### src/rtl/lfsr_pkg.sv
// Shared constants for the LFSR generator: legal width range and the
// maximal-length tap masks (bit n-1 set for each x^n term).
package lfsr_pkg;

    localparam int LFSR_MIN_WIDTH = 3;
    localparam int LFSR_MAX_WIDTH = 16;

    localparam logic [15:0] TAPS [LFSR_MIN_WIDTH:LFSR_MAX_WIDTH] = '{
        16'h0006,   // 3 : x^3+x^2+1
        16'h000C,   // 4 : x^4+x^3+1
        16'h0014,   // 5 : x^5+x^3+1
        16'h0030,   // 6 : x^6+x^5+1
        16'h0060,   // 7 : x^7+x^6+1
        16'h00B8,   // 8 : x^8+x^6+x^5+x^4+1
        16'h0110,   // 9 : x^9+x^5+1
        16'h0240,   // 10: x^10+x^7+1
        16'h0500,   // 11: x^11+x^9+1
        16'h0829,   // 12: x^12+x^6+x^4+x+1
        16'h100D,   // 13: x^13+x^4+x^3+x+1
        16'h2015,   // 14: x^14+x^5+x^3+x+1
        16'h6000,   // 15: x^15+x^14+1
        16'hD008    // 16: x^16+x^15+x^13+x^4+1
    };

endpackage

### src/rtl/lfsr_period_chk.sv
// Period checker for lfsr_gen: flags a zero state reached off the terminal
// count, or a missed zero at the terminal count, while armed.
module lfsr_period_chk
    import lfsr_pkg::*;
#(
    parameter int WIDTH = 8
)
(
    input  logic             i_clk,
    input  logic             i_rst,
    input  logic             i_load,
    input  logic [WIDTH-1:0] i_seed,
    input  logic             i_adv,
    input  logic [WIDTH-1:0] i_next,
    input  logic [WIDTH-1:0] i_count,
    output logic             o_err
);

    localparam logic [WIDTH-1:0] CNT_MAX = '1;

    logic r_armed;
    logic r_err;
    logic w_fault;

    // Only a zero seed keeps count aligned with the position in the cycle.
    assign w_fault = (i_next == '0) ? (i_count != CNT_MAX) : (i_count == CNT_MAX);

    always_ff @(posedge i_clk) begin
        if (!i_rst) begin
            r_armed <= 1'b1;
            r_err   <= 1'b0;
        end else if (i_load) begin
            r_armed <= (i_seed == '0);
        end else if (i_adv && r_armed && w_fault) begin
            r_err   <= 1'b1;
        end
    end

    assign o_err = r_err;

endmodule

### src/rtl/lfsr_gen.sv
// Full-period (2^WIDTH, zero included) Fibonacci LFSR with step counter and wrap pulse.
// Optional period checker enabled by defining LFSR_GEN_PERIOD_CHECK_EN.
module lfsr_gen
    import lfsr_pkg::*;
#(
    parameter int WIDTH = 8
)
(
    input  logic             clk,
    input  logic             rst,
    input  logic             en,
    input  logic             load,
    input  logic [WIDTH-1:0] seed,
    output logic [WIDTH-1:0] out,
    output logic [WIDTH-1:0] count,
    output logic             wrap,
    output logic             err
);

    if (WIDTH < LFSR_MIN_WIDTH || WIDTH > LFSR_MAX_WIDTH) begin : g_width_bad
        $error("lfsr_gen: WIDTH %0d outside %0d..%0d", WIDTH, LFSR_MIN_WIDTH, LFSR_MAX_WIDTH);
    end

    localparam logic [WIDTH-1:0] TAP_MASK = TAPS[WIDTH][WIDTH-1:0];

    logic [WIDTH-1:0] r_state;
    logic [WIDTH-1:0] r_count;
    logic             r_wrap;
    logic             w_fb;
    logic [WIDTH-1:0] w_next;

    // Extra XOR on an all-zero low field splices state 0 into the m-sequence.
    assign w_fb   = (^(r_state & TAP_MASK)) ^ (r_state[WIDTH-2:0] == '0);
    assign w_next = {r_state[WIDTH-2:0], w_fb};

    always_ff @(posedge clk) begin
        if (!rst) begin
            r_state <= '0;
            r_count <= '0;
            r_wrap  <= 1'b0;
        end else if (load) begin
            r_state <= seed;
            r_count <= '0;
            r_wrap  <= 1'b0;
        end else if (en) begin
            r_state <= w_next;
            r_count <= r_count + 1'b1;
            r_wrap  <= (w_next == '0);
        end else begin
            r_wrap  <= 1'b0;
        end
    end

    assign out   = r_state;
    assign count = r_count;
    assign wrap  = r_wrap;

`ifdef LFSR_GEN_PERIOD_CHECK_EN
    logic w_adv;

    assign w_adv = en & ~load;

    lfsr_period_chk #(.WIDTH(WIDTH)) u_period_chk (
        .i_clk   (clk),
        .i_rst   (rst),
        .i_load  (load),
        .i_seed  (seed),
        .i_adv   (w_adv),
        .i_next  (w_next),
        .i_count (r_count),
        .o_err   (err)
    );
`else
    assign err = 1'b0;
`endif

endmodule

### config.mk
export PLATFORM = sky130hd
export DESIGN_NAME = lfsr_gen
export DESIGN_NICKNAME = d
export VERILOG_FILES = /design/src/rtl/lfsr_pkg.sv /design/src/rtl/lfsr_period_chk.sv /design/src/rtl/lfsr_gen.sv
export SDC_FILE = /design/constraint.sdc
export NUM_CORES = 1
export LEC_CHECK = 0
export CAP_MARGIN = 10
export CORE_MARGIN = 2
export CORE_UTILIZATION = 44
export CTS_BUF_LIST = sky130_fd_sc_hd__clkbuf_8 sky130_fd_sc_hd__clkbuf_16
export DETAILED_ROUTE_END_ITERATION = 6
export PLACE_DENSITY = 0.8
export SYNTH_ARGS = -nofsm -noshare
export SYNTH_HDL_FRONTEND = slang
export SYNTH_SLANG_ARGS = --single-unit
export TNS_END_PERCENT = 10
### constraint.sdc
create_clock -name clk -period 1.5 [get_ports clk]
set_input_delay 0.225 -clock clk [delete_from_list [all_inputs] [get_ports clk]]
set_output_delay 0.225 -clock clk [all_outputs]
set_load 0.03 [all_outputs]
==> results of run 1 <==
## metal layers
metal	routed length, um	GRT usage	part of all wire	vias up
li1	-	-	-	406
met1	881	0.2024	0.45	379
met2	1008	0.3333	0.51	26
met3	88	0.03086	0.044	0
met4	0	0.04286	0	0
met5	0	0	0	-
## final timing paths
check	end	slack (ns)	depth (start not counted)
worst max-delay path	count[4]	0.03	1
worst min-delay path	count[7]$_SDFFE_PP0P_	0.48	2
worst max register to register	wrap$_SDFF_PP0_	0.10	5
worst min register to register	count[7]$_SDFFE_PP0P_	0.48	2
## tightest hold or removal path, stage by stage (launching register included)
cell and delay (ns):
dfxtp_1 0.31, o21ai_0 0.07, a21oi_1 0.06
## power groups by stage
stage | Combinational (mW) | Sequential (mW) | Clock (mW)
5_1_grt | 0.234 | 0.490 | 0.373
3_5_place_dp | 0.219 | 0.497 | 0
3_3_place_gp | 0.211 | 0.497 | 0
6_report | 0.217 | 0.487 | 0.339
4_1_cts | 0.209 | 0.487 | 0.350
2_1_floorplan | 0.102 | 0.526 | 0
## synthesized netlist by cell type
library cell   n
a211o_1        1
a21oi_1        3
and2_1         8
and3b_1        1
buf_2          2
buf_4          3
clkbuf_1       2
conb_1         1
dfxtp_1       17
ha_1           2
inv_1          2
mux2i_1        8
nand2_1        9
nand2b_1       1
nand3_1        3
nand3b_1       1
nand4_1        3
nand4_2        1
nand4b_1       1
nor2_1         5
nor2b_1        1
nor3b_1        1
nor4_1         1
nor4b_2        1
o21ai_0       11
or3_1          3
xnor2_1        2
xnor3_2        1
xor2_1         3
## through the flow
stage | cells | power (mW) | hold WS (ns) | cell area [um^2]
global placement | 155 | 0.7085 | 0.4681 | 1234
finish | 160 | 1.044 | 0.4807 | 1280
floorplan | 98 | 0.6284 | 0.4369 | 879.6
CTS | 159 | 1.046 | 0.4903 | 1265
detailed placement | 155 | 0.7164 | 0.4807 | 1234
global route | 160 | 1.097 | 0.5068 | 1280
## area by class of cell
class | instances | area (um^2) | share of cell area
Multi-Input combinational cell | 72 | 489.2 | 0.3822
Timing Repair Buffer | 38 | 360.3 | 0.2815
Sequential cell | 17 | 342.8 | 0.2678
Clock buffer | 3 | 41.29 | 0.03226
Tap cell | 27 | 33.78 | 0.02639
Inverter | 2 | 7.507 | 0.005865
Clock inverter | 1 | 5.005 | 0.003910
## flip-flops by register name, summed over array words and instances (netlist names)
name   flops
count      8
out        8
wrap       1
## cell families after synthesis
family                   count (synthesis)  synth area share
flip-flops                              17            0.3880
AND/OR/NAND/NOR                         40            0.2668
other                                    1          0.004275
multiplexers                             8           0.09130
AO/OA/AOI/OAI                           15           0.08987
XOR/XNOR                                 6           0.07704
buffers and inverters                    9           0.05421
adder cells (fa/ha/maj)                  2           0.02853
## timing repair
action / in CTS / in global routing
hold buffers: 0 / 0
setup buffers: 0 / 1
gates resized for setup: 12 / 4
setup endpoints to repair: 12 / 4
cloned: 0 / 0
hold endpoints to repair: 0 / 0
pin swaps: 0 / 1
==> run metrics, run 1 <==
Chip Height approximately 49 um; Root Buffer clkbuf_8; Placement Setup Slack -0.07131 ns; global placement routability congestion between 0.7 and 0.8; RSZ-0062 raised after global routing no; Clock Latency Late Sink ~0.25 ns; clock tree sinks 17; post-synthesis register bit count 17; Max-Cap Viols 0; Post-route DRC 0; Peak VDD IR about 0.46 mV; synthesized area a little under 900 um^2; Worst Skew between 0.001 and 0.0015 ns; Nets 148; CP peak stage delay between 0.6 and 0.7 ns; vias in the first global route approximately 790; drt via density between 5 and 6; Sw Ratio 0.2695; global-route wire length before repair 3.318 mm; number of diodes 0; Die W around 49 um; Crit-path slowest cell clkdlybuf4s50_1; core box area around 1900 um^2; hold path start count[7]$_SDFFE_PP0P_; Bufs and invs on worst path 1; Leak 0.6157 nW; most area-hungry cell type in the Yosys netlist dfxtp_1; grt ovf 0; CP max FO 2; commonest non-fill, non-tap cells in the layout dfxtp_1 (15), clkdlybuf4s50_1 (13), dlygate4sd2_1 (12), o21ai_0 (11); worst path cell trace clkdlybuf4s50_1; synth top area cells dfxtp_1 (39%), mux2i_1 (9.1%), o21ai_0 (6.3%); Cell Pwr Density around 800 nW/um^2; Initial Util 0.4564; synthesized area per cell slightly below 9 um^2; remaining antenna violation count after routing 0; Mapped Nets roughly 110; top-area cell type share of the netlist area 0.3880; Clock power frac 0.325; CTS max path bufs 2; largest net degree at the start of global routing 19; clk slew on worst S/H paths 0.07 ns; WS Path Type reg -> out; Final Hold Viols 0; maximum clock frequency approximately 0.68 GHz; initial antenna violation count 0; Comb pwr share 0.208; HPWL after DPL 1.531 mm; Final TNS setup 0 ns; Final setup violation count 0; total track usage 0.1760; Mapped Cells 98; CTS tree done; share of layout cells above drive strength 1 0.1504; status finished, final reports clean; Area growth syn-to-layout 45.93%; RR Startpoint out[5]$_SDFFE_PN0P_; crit-path leading delay family buffers and inverters; commonest non-fill, non-tap cell in the layout dfxtp_1; # fillers around 190; DIE AREA around 2400 um^2; Boundary Pins 30; max-slew violation count 0; HP Class reg -> reg; CTS buffer count 3; PnR worst setup slack approximately 0.032 ns; Avg WL per Cell about 12 um; H-tree depth 1; period utilisation layout 0.9788; Routed WL around 2.0 mm; PortBufs 28; Tmin final about 1.5 ns; Worst EP required ~1.3 ns; total number of vias between 800 and 900; crit end category primary output; net switching power 0.2812 mW; DRT Pass-1 Iters 4; Sequential Power Share 0.467; Yosys cell types 29; sequential element share of the synthesized area 0.3880; # rows 16; Yosys warnings 0; Final Util 0.6660; startpoint type of the worst setup path flop; internal power 0.7625 mW; WP data arrival approximately 1.2 ns; worst setup path start count[4]$_SDFFE_PP0P_; Iteration-0 DRC Markers 10
No activity file was read; power rests on OpenSTA's default activity.
==> inputs of run 2 (changes only) <==
PLACE_DENSITY = not set   (was 0.8)
PLACE_DENSITY_LB_ADDON = 0.1   (was not set)
SLEW_MARGIN = 20   (was not set)
==> run metrics, run 2 (same netlist as run 1, synthesis figures left out) <==
Area growth syn-to-layout 45.93% (unchanged); CTS tree done; CTS hold repair buffers 0 (unchanged); grt ovf 0 (unchanged); Final Hold Viols 0 (unchanged); WHS Path Cells 2 (unchanged); net switching power 0.2851 mW (+1.4%); crit end category flop; total power 1.052 mW (+0.75%); period utilisation layout 0.9739 (-0.004887); Worst Skew 0.001214 ns (-0.0001729 ns); worst hold slack 0.4917 ns (+0.01100 ns); Root Buffer clkbuf_8; DRT Pass-1 Iters 5 (+1); RSZ-0062 raised after global routing yes; # rows 16 (unchanged); hold path start count[7]$_SDFFE_PP0P_; Cell Pwr Density 821.6 nW/um^2 (+0.75%); PortBufs 28 (unchanged); Boundary Pins 30 (unchanged); Post-route DRC 0 (unchanged); Worst EP required 1.69 ns (+0.42 ns); H-tree depth 1 (unchanged); WS Path Type reg -> reg; share of layout cells above drive strength 1 0.1642 (+0.01380); core box area 1922 um^2 (unchanged); Final TNS setup 0 ns (unchanged); Initial Util 0.4564 (unchanged); HP Class reg -> reg; Routed WL 1.919 mm (-3.0%); clock tree sinks 17 (unchanged); commonest non-fill, non-tap cell in the layout dfxtp_1; maximum clock frequency 0.6845 GHz (+0.50%); HPWL after DPL 1.429 mm (-6.7%); number of diodes 0 (unchanged); WP data arrival 1.65 ns (+0.41 ns); remaining antenna violation count after routing 0 (unchanged); Die W 48.65 um (unchanged); total track usage 0.1711 (-0.004821); Chip Height 48.65 um (unchanged); hold path endpoint count[7]$_SDFFE_PP0P_; CTS max path bufs 2 (unchanged); Comb pwr share 0.216 (+0.008); Final setup violation count 0 (unchanged); commonest non-fill, non-tap cells in the layout dfxtp_1 (15), dlygate4sd2_1 (13), clkdlybuf4s50_1 (12), o21ai_0 (11), buf_4 (11); R2R depth 6 (+1); placed instance area 1221 um^2 (-1.0%); initial antenna violation count 0 (unchanged); total number of vias 823 (+1.5%); R2R setup slack 0.04 ns (-0.06 ns); CTS buffer count 3 (unchanged); Clock power frac 0.321 (-0.004); Iteration-0 DRC Markers 16 (+6); global placement routability congestion 0.7400 (-4.9%); Nets 149 (+0.68%); global-route wire length before repair 3.277 mm (-1.2%); CP max FO 3 (+1); Tmin final 1.461 ns (-0.007330 ns); Peak VDD IR 0.4740 mV (+3.4%); drt via density 5.112 (+0.85%); Sequential Power Share 0.463 (-0.004); Leak 0.6286 nW (+2.1%); Avg WL per Cell 11.92 um (-3.6%); vias in the first global route 801 (+1.8%); Max-Cap Viols 0 (unchanged); max-slew violation count 0 (unchanged); DIE AREA 2366 um^2 (unchanged); clk slew on worst S/H paths 0.07 ns (about the same); largest net degree at the start of global routing 15 (-4); startpoint type of the worst setup path flop; status finished, final reports clean; Clock Latency Late Sink 0.25 ns (about the same); RR Startpoint out[5]$_SDFFE_PN0P_; internal power 0.7665 mW (+0.52%); RR Endpoint out[0]$_SDFFE_PN0P_; Sw Ratio 0.2711 (+0.001662); fin area 1280 um^2 (unchanged)
## run 2: cell types whose count changed in the layout (fill, tap and decap cells not counted), sizes merged
cell and delta:
buf +1, clkdlybuf4s50 -1, clkinv -1, dlygate4sd2 +1, inv +1
## run 2: worst max path at each step
stage / start / endpoint / cells after the start
after global routing: out[4]$_SDFFE_PN0P_ / wrap$_SDFF_PP0_ / 5
after CTS: count[7]$_SDFFE_PP0P_ / count[7] / 1
after floorplan: out[3]$_SDFFE_PN0P_ / wrap$_SDFF_PP0_ / 3
final: out[5]$_SDFFE_PN0P_ / out[0]$_SDFFE_PN0P_ / 6
after detailed placement: en / out[5]$_SDFFE_PN0P_ / 5
after global placement: en / out[5]$_SDFFE_PN0P_ / 5
## run 2: cell type report
cell class	instances	area, um^2
Timing Repair Buffer	39	354.1
Clock buffer	3	41.29
Sequential cell	17	342.8
Multi-Input combinational cell	72	496.7
Tap cell	27	33.78
Fill cell	178	641.9
Inverter	2	7.507
Clock inverter	1	3.754
## run 2: critical path, stage by stage (launching register included)
cell	delay, ns
dfxtp_2	0.35
inv_2	0.04
ha_1	0.27
xnor3_2	0.29
buf_4	0.16
a211o_1	0.22
nand3_1	0.06
## run 2: stage by stage
step,utilization,setup WS [ns],cells
finish,0.6660,0.03914,161
global route,0.6660,-0.02236,161
floorplan,-,0.01231,98
global placement,0.6354,-0.08009,155
CTS,0.6504,0.01287,159
detailed placement,0.6354,-0.1034,155
## run 2: routing by layer
metal | global-route usage | vias to the layer above | share of wire | routed length (um)
met5 | 0 | - | 0 | 0
met4 | 0.05714 | 0 | 0.0099 | 19
met3 | 0.02160 | 10 | 0.061 | 118
met2 | 0.3151 | 35 | 0.49 | 933
met1 | 0.2035 | 369 | 0.44 | 848
li1 | - | 409 | - | -
## run 2: power by group through the flow
stage	combinational [mW]	clock (mW)	sequential [mW]
CTS	0.206	0.343	0.487
finish	0.227	0.338	0.487
floorplan	0.102	0	0.526
global placement	0.212	0	0.497
detailed placement	0.215	0	0.498
global route	0.243	0.361	0.490
## run 2: what timing repair did
action                                  in CTS  in global routing
resized for setup                           13                  6
setup buffers                                0                  2
endpoints found under the setup margin      13                  4
pin swaps                                    0                  3
==> inputs of run 3 (changes only) <==
==> constraint.sdc (replaced) <==
create_clock -name clk -period 1.5 [get_ports clk]
set_input_delay 0.15 -clock clk [delete_from_list [all_inputs] [get_ports clk]]
set_output_delay 0.15 -clock clk [all_outputs]
set_load 0.03 [all_outputs]
==> run metrics, run 3 (same netlist as run 1, synthesis figures left out) <==
Max-Cap Viols 0 (unchanged); worst path cell trace clkdlybuf4s50_1; CP peak stage delay 0.68 ns (+0.33 ns); fin area 1256 um^2 (-1.9%); startpoint type of the worst setup path flop; vias in the first global route 745 (-7.0%); total track usage 0.1784 (+0.007213); Root Buffer clkbuf_8; # rows 16 (unchanged); global placement routability congestion 0.7357 (-0.58%); commonest non-fill, non-tap cells in the layout clkdlybuf4s50_1 (17), dfxtp_1 (15), o21ai_0 (11), nand2_1 (9); H-tree depth 1 (unchanged); Clock Latency Late Sink 0.25 ns (about the same); placed instance area 1206 um^2 (-1.2%); clk slew on worst S/H paths 0.06 ns (about the same); R2R setup slack 0.10 ns (+0.06 ns); Chip Height 48.65 um (unchanged); PnR worst setup slack 0.05362 ns (+0.01449 ns); Leak 0.6002 nW (-4.5%); Nets 145 (-2.7%); CTS max path bufs 2 (unchanged); hold path start count[7]$_SDFFE_PP0P_; core box area 1922 um^2 (unchanged); crit end category primary output; remaining antenna violation count after routing 0 (unchanged); Area growth syn-to-layout 43.22%; Placement Setup Slack -0.03200 ns (+0.07143 ns); WP data arrival 1.30 ns (-0.35 ns); CTS tree done; Die W 48.65 um (unchanged); Final TNS setup 0 ns (unchanged); number of diodes 0 (unchanged); WS Path Type reg -> out; commonest non-fill, non-tap cell in the layout clkdlybuf4s50_1; largest net degree at the start of global routing 15 (unchanged); Initial Util 0.4564 (unchanged); Tmin final 1.446 ns (-0.01449 ns); total number of vias 766 (-6.9%); Avg WL per Cell 11.75 um (-1.4%); Crit-path slowest cell clkdlybuf4s50_1; DIE AREA 2366 um^2 (unchanged); Routed WL 1.845 mm (-3.9%); RR Startpoint out[4]$_SDFFE_PN0P_; Peak VDD IR 0.6278 mV (+32%); CTS buffer count 3 (unchanged); grt ovf 0 (unchanged); Bufs and invs on worst path 1 (-1); crit-path leading delay family buffers and inverters; CP max FO 4 (+1); maximum clock frequency 0.6914 GHz (+1.0%); HPWL after DPL 1.439 mm (+0.66%); share of layout cells above drive strength 1 0.1154 (-0.04879); Post-route DRC 0 (unchanged); RR Endpoint wrap$_SDFF_PP0_; Least-Margin Pin Slew 0.4902 ns; Final setup violation count 0 (unchanged); Iteration-0 DRC Markers 5 (-11); R2R depth 5 (-1); period utilisation layout 0.9643 (-0.009657); Boundary Pins 30 (unchanged); Worst EP required 1.35 ns (-0.34 ns); Worst Skew 0.001702 ns (+0.0004878 ns); clock tree sinks 17 (unchanged); Rel. slew slack 0.6702; Cell Pwr Density 818.7 nW/um^2 (-0.36%); DRT Pass-1 Iters 4 (-1); hold path endpoint count[7]$_SDFFE_PP0P_; max-slew violation count 0 (unchanged); RSZ-0062 raised after global routing no; HP Class reg -> reg; initial antenna violation count 0 (unchanged); drt via density 4.879 (-4.6%); post-CTS setup buffers 0 (unchanged); global-route wire length before repair 3.249 mm (-0.85%); WHS Path Cells 2 (unchanged); Final Hold Viols 0 (unchanged); status finished, final reports clean; PortBufs 28 (unchanged)
==> run 3: changes by cell type in the layout (fill, tap and decap cells not counted), moves of 2 or more <==
| cell | previous run | this run |
|---|---|---|
| inv_2 | 2 | 0 |
| clkdlybuf4s50_1 | 12 | 17 |
| dlygate4sd2_1 | 13 | 6 |
| buf_4 | 11 | 7 |
| inv_1 | 1 | 3 |
| dlymetal6s2s_1 | 3 | 5 |
==> run 3: worst reg2reg max path: cells and delay by family, from the launching register on <==
| family | cells | cell delay (ns) |
|---|---|---|
| XOR/XNOR | 2 | 0.43 |
| adder cells (fa/ha/maj) | 1 | 0.28 |
| buffers and inverters | 1 | 0.06 |
| flip-flops | 1 | 0.35 |
| AND/OR/NAND/NOR | 1 | 0.19 |
==> run 3: per-layer routing <==
metal,track usage,part of all wire,vias to the layer above
li1,-,-,400
met4,0.1000,0.022,0
met2,0.3082,0.49,21
met1,0.2094,0.44,339
met3,0.02778,0.047,6
met5,0,0,-
==> run 3: how the worst max path moves through the flow <==
stage / start / end / cells after the start
floorplan: out[3]$_SDFFE_PN0P_ / wrap$_SDFF_PP0_ / 3
global placement: en / out[5]$_SDFFE_PN0P_ / 5
detailed placement: en / out[5]$_SDFFE_PN0P_ / 5
CTS: out[7]$_SDFFE_PN0P_ / out[7] / 1
global route: count[6]$_SDFFE_PP0P_ / count[6] / 1
finish: count[6]$_SDFFE_PP0P_ / count[6] / 1
==> run 3: cell type report <==
cell class	instances	area, um^2
tap	27	33.78
fill	186	665.6
inverter	2	7.507
timing repair buffer	35	337.8
sequential	17	342.8
clock buffer	3	41.29
clock inverter	1	3.754
multi-input combinational	72	489.2
==> run 3: what timing repair did <==
item,4_1_cts,5_1_grt
pin swaps,0,1
endpoints found under the setup margin,6,6
hold buffers,0,0
gates resized for setup,6,5
==> run 3: stage by stage <==
stage	power [mW]	util	hold slack, ns	std cells
floorplan	0.6284	-	0.3619	98
global placement	0.7078	0.6276	0.4712	153
detailed placement	0.7112	0.6276	0.4940	153
CTS	1.044	0.6471	0.5028	157
global route	1.084	0.6536	0.5502	157
finish	1.028	0.6536	0.4977	157
==> run 3: report_power, final <==
part           switching (mW)  leakage [nW]  internal [mW]
sequential             0.0182         0.139          0.469
combinational           0.101         0.434          0.107
clock                   0.152        0.0269          0.182
total                   0.271         0.600          0.758
==> patch, RTL diff (flow settings as in run 3) <==
Register the output `wrap` once more, without a reset; this adds one clock of latency there. The other outputs are not delayed to match.
--- a/src/rtl/lfsr_gen.sv
+++ b/src/rtl/lfsr_gen.sv
@@ -54,5 +54,7 @@
     assign out   = r_state;
     assign count = r_count;
-    assign wrap  = r_wrap;
+    always_ff @(posedge clk) begin
+        wrap <= r_wrap;
+    end
 
 `ifdef LFSR_GEN_PERIOD_CHECK_EN
Formal check against the unedited RTL: not equivalent (a bounded check fails within 4 cycles, from zero or initial values and one cycle with rst low).
==> patch against run 3 <==
Non-clock buffer count up 2; wire length is 6.9% higher; register-to-register slack got worse by 30 ps; worst hold slack worse by 170 ps; final cell count rose by 1.9%; cell area is 5.6% higher; via count is 4.7% higher; sequential cell count up 1; maximum frequency shrank 0.17%; sequential share of layout area grew 0.068 points; combinational power up 11%; worst setup slack worse by 2.4 ps; total power rose by 12%; synthesized area increased by 2.3%.
==> patch: results (changes against run 3) <==
Placement
  • Final GP Congestion: 0.766 (was 0.736)
  • Post-DP HPWL: 1450 um (was 1440 um)
  • Pre-CTS setup slack: 11.8 ps (was -32.0 ps)

GRT
  • Met3 GRT Util: 4.60% (was 2.78%)
  • GRT Util Overall: 18.6% (was 17.8%)
  • Largest net degree at the start of global routing: 16 (was 15)
  • M2 GR Usage: 30.6% (was 30.8%)
  • First-pass GRT wire length: 3380 um (was 3250 um)

Layout
  • Nets: 148 (was 145)
  • Area growth from synthesis to layout: 47.8% (was 43.2%)
  • Share of cells above drive strength 1: 15.8% (was 11.5%)

STA
  • Final hold slack: 328 ps (was 498 ps)
  • Max-Slew Margin vs Limit: 66.7% (was 67.0%)
  • Final Skew: 1.13 ps (was 1.70 ps)
  • Slew @ Worst Pin: 495 ps (was 490 ps)
  • Final WS setup: 51.2 ps (was 53.6 ps)

Synth
  • Xor/xnor share of the synthesized area: 7.53% (was 7.70%)
  • Post-synthesis mux area share: 8.93% (was 9.13%)
  • Syn nets: 113 (was 112)

Power
  • Leak: 0.627 nW (was 0.600 nW)
  • Peak supply drop: 0.000641 V (was 0.000628 V)

Routing
  • Wire length on met3: 88 um (was 87 um)
  • Initial drt markers: 3 (was 5)
  • Drt wl/cell: 12.3 um (was 11.8 um)
  • Router iterations before antenna repair: 2 (was 4)
  • Routed met1 length: 830 um (was 816 um)

Worst hold path
  • Hold Path Origin: r_wrap$_SDFF_PP0_ (was count[7]$_SDFFE_PP0P_)
  • Hold Path End: wrap$_DFF_P_ (was count[7]$_SDFFE_PP0P_)

Setup path
  • CP Launch Point: out[3]$_SDFFE_PN0P_ (was count[6]$_SDFFE_PP0P_)
  • CP Max Fanout: 3 (was 4)
  • Worst r2r dst: out[0]$_SDFFE_PN0P_ (was wrap$_SDFF_PP0_)
  • Setup slack, reg-to-reg: 70 ps (was 100 ps)

Run status
  • Status: finished clean (unchanged)
[patch: cell count changes after synthesis]
| cell | run 3 | this run |
|---|---|---|
| dfxtp_1 | 17 | 18 |
[patch: final cells by class]
type | instances | share of cell area [%]
timing repair buffer | 37 | 27.5
multi-input combinational | 72 | 37.8
sequential | 18 | 27.4
tap | 27 | 2.55
clock buffer | 4 | 4.15
inverter | 2 | 0.566
[patch: report_power, final]
group	switching [mW]	internal, mW	leakage [nW]	total, mW
clock	0.169	0.234	0.0288	0.403
combinational	0.110	0.120	0.450	0.230
sequential	0.0178	0.496	0.147	0.514
[patch: repair_timing]
item | 4_1_cts | 5_1_grt
resized for setup | 6 | 8
buffers inserted | 0 | 1
setup endpoints to repair | 6 | 6
hold buffers | 0 | 0
pin swaps | 0 | 2
endpoints found under the hold margin | 0 | 0
[patch: per-stage QoR]
stage	power, mW	cells
2_1_floorplan	0.656	99
3_3_place_gp	0.739	155
3_5_place_dp	0.741	155
4_1_cts	1.14	159
5_1_grt	1.19	160
6_report	1.15	160
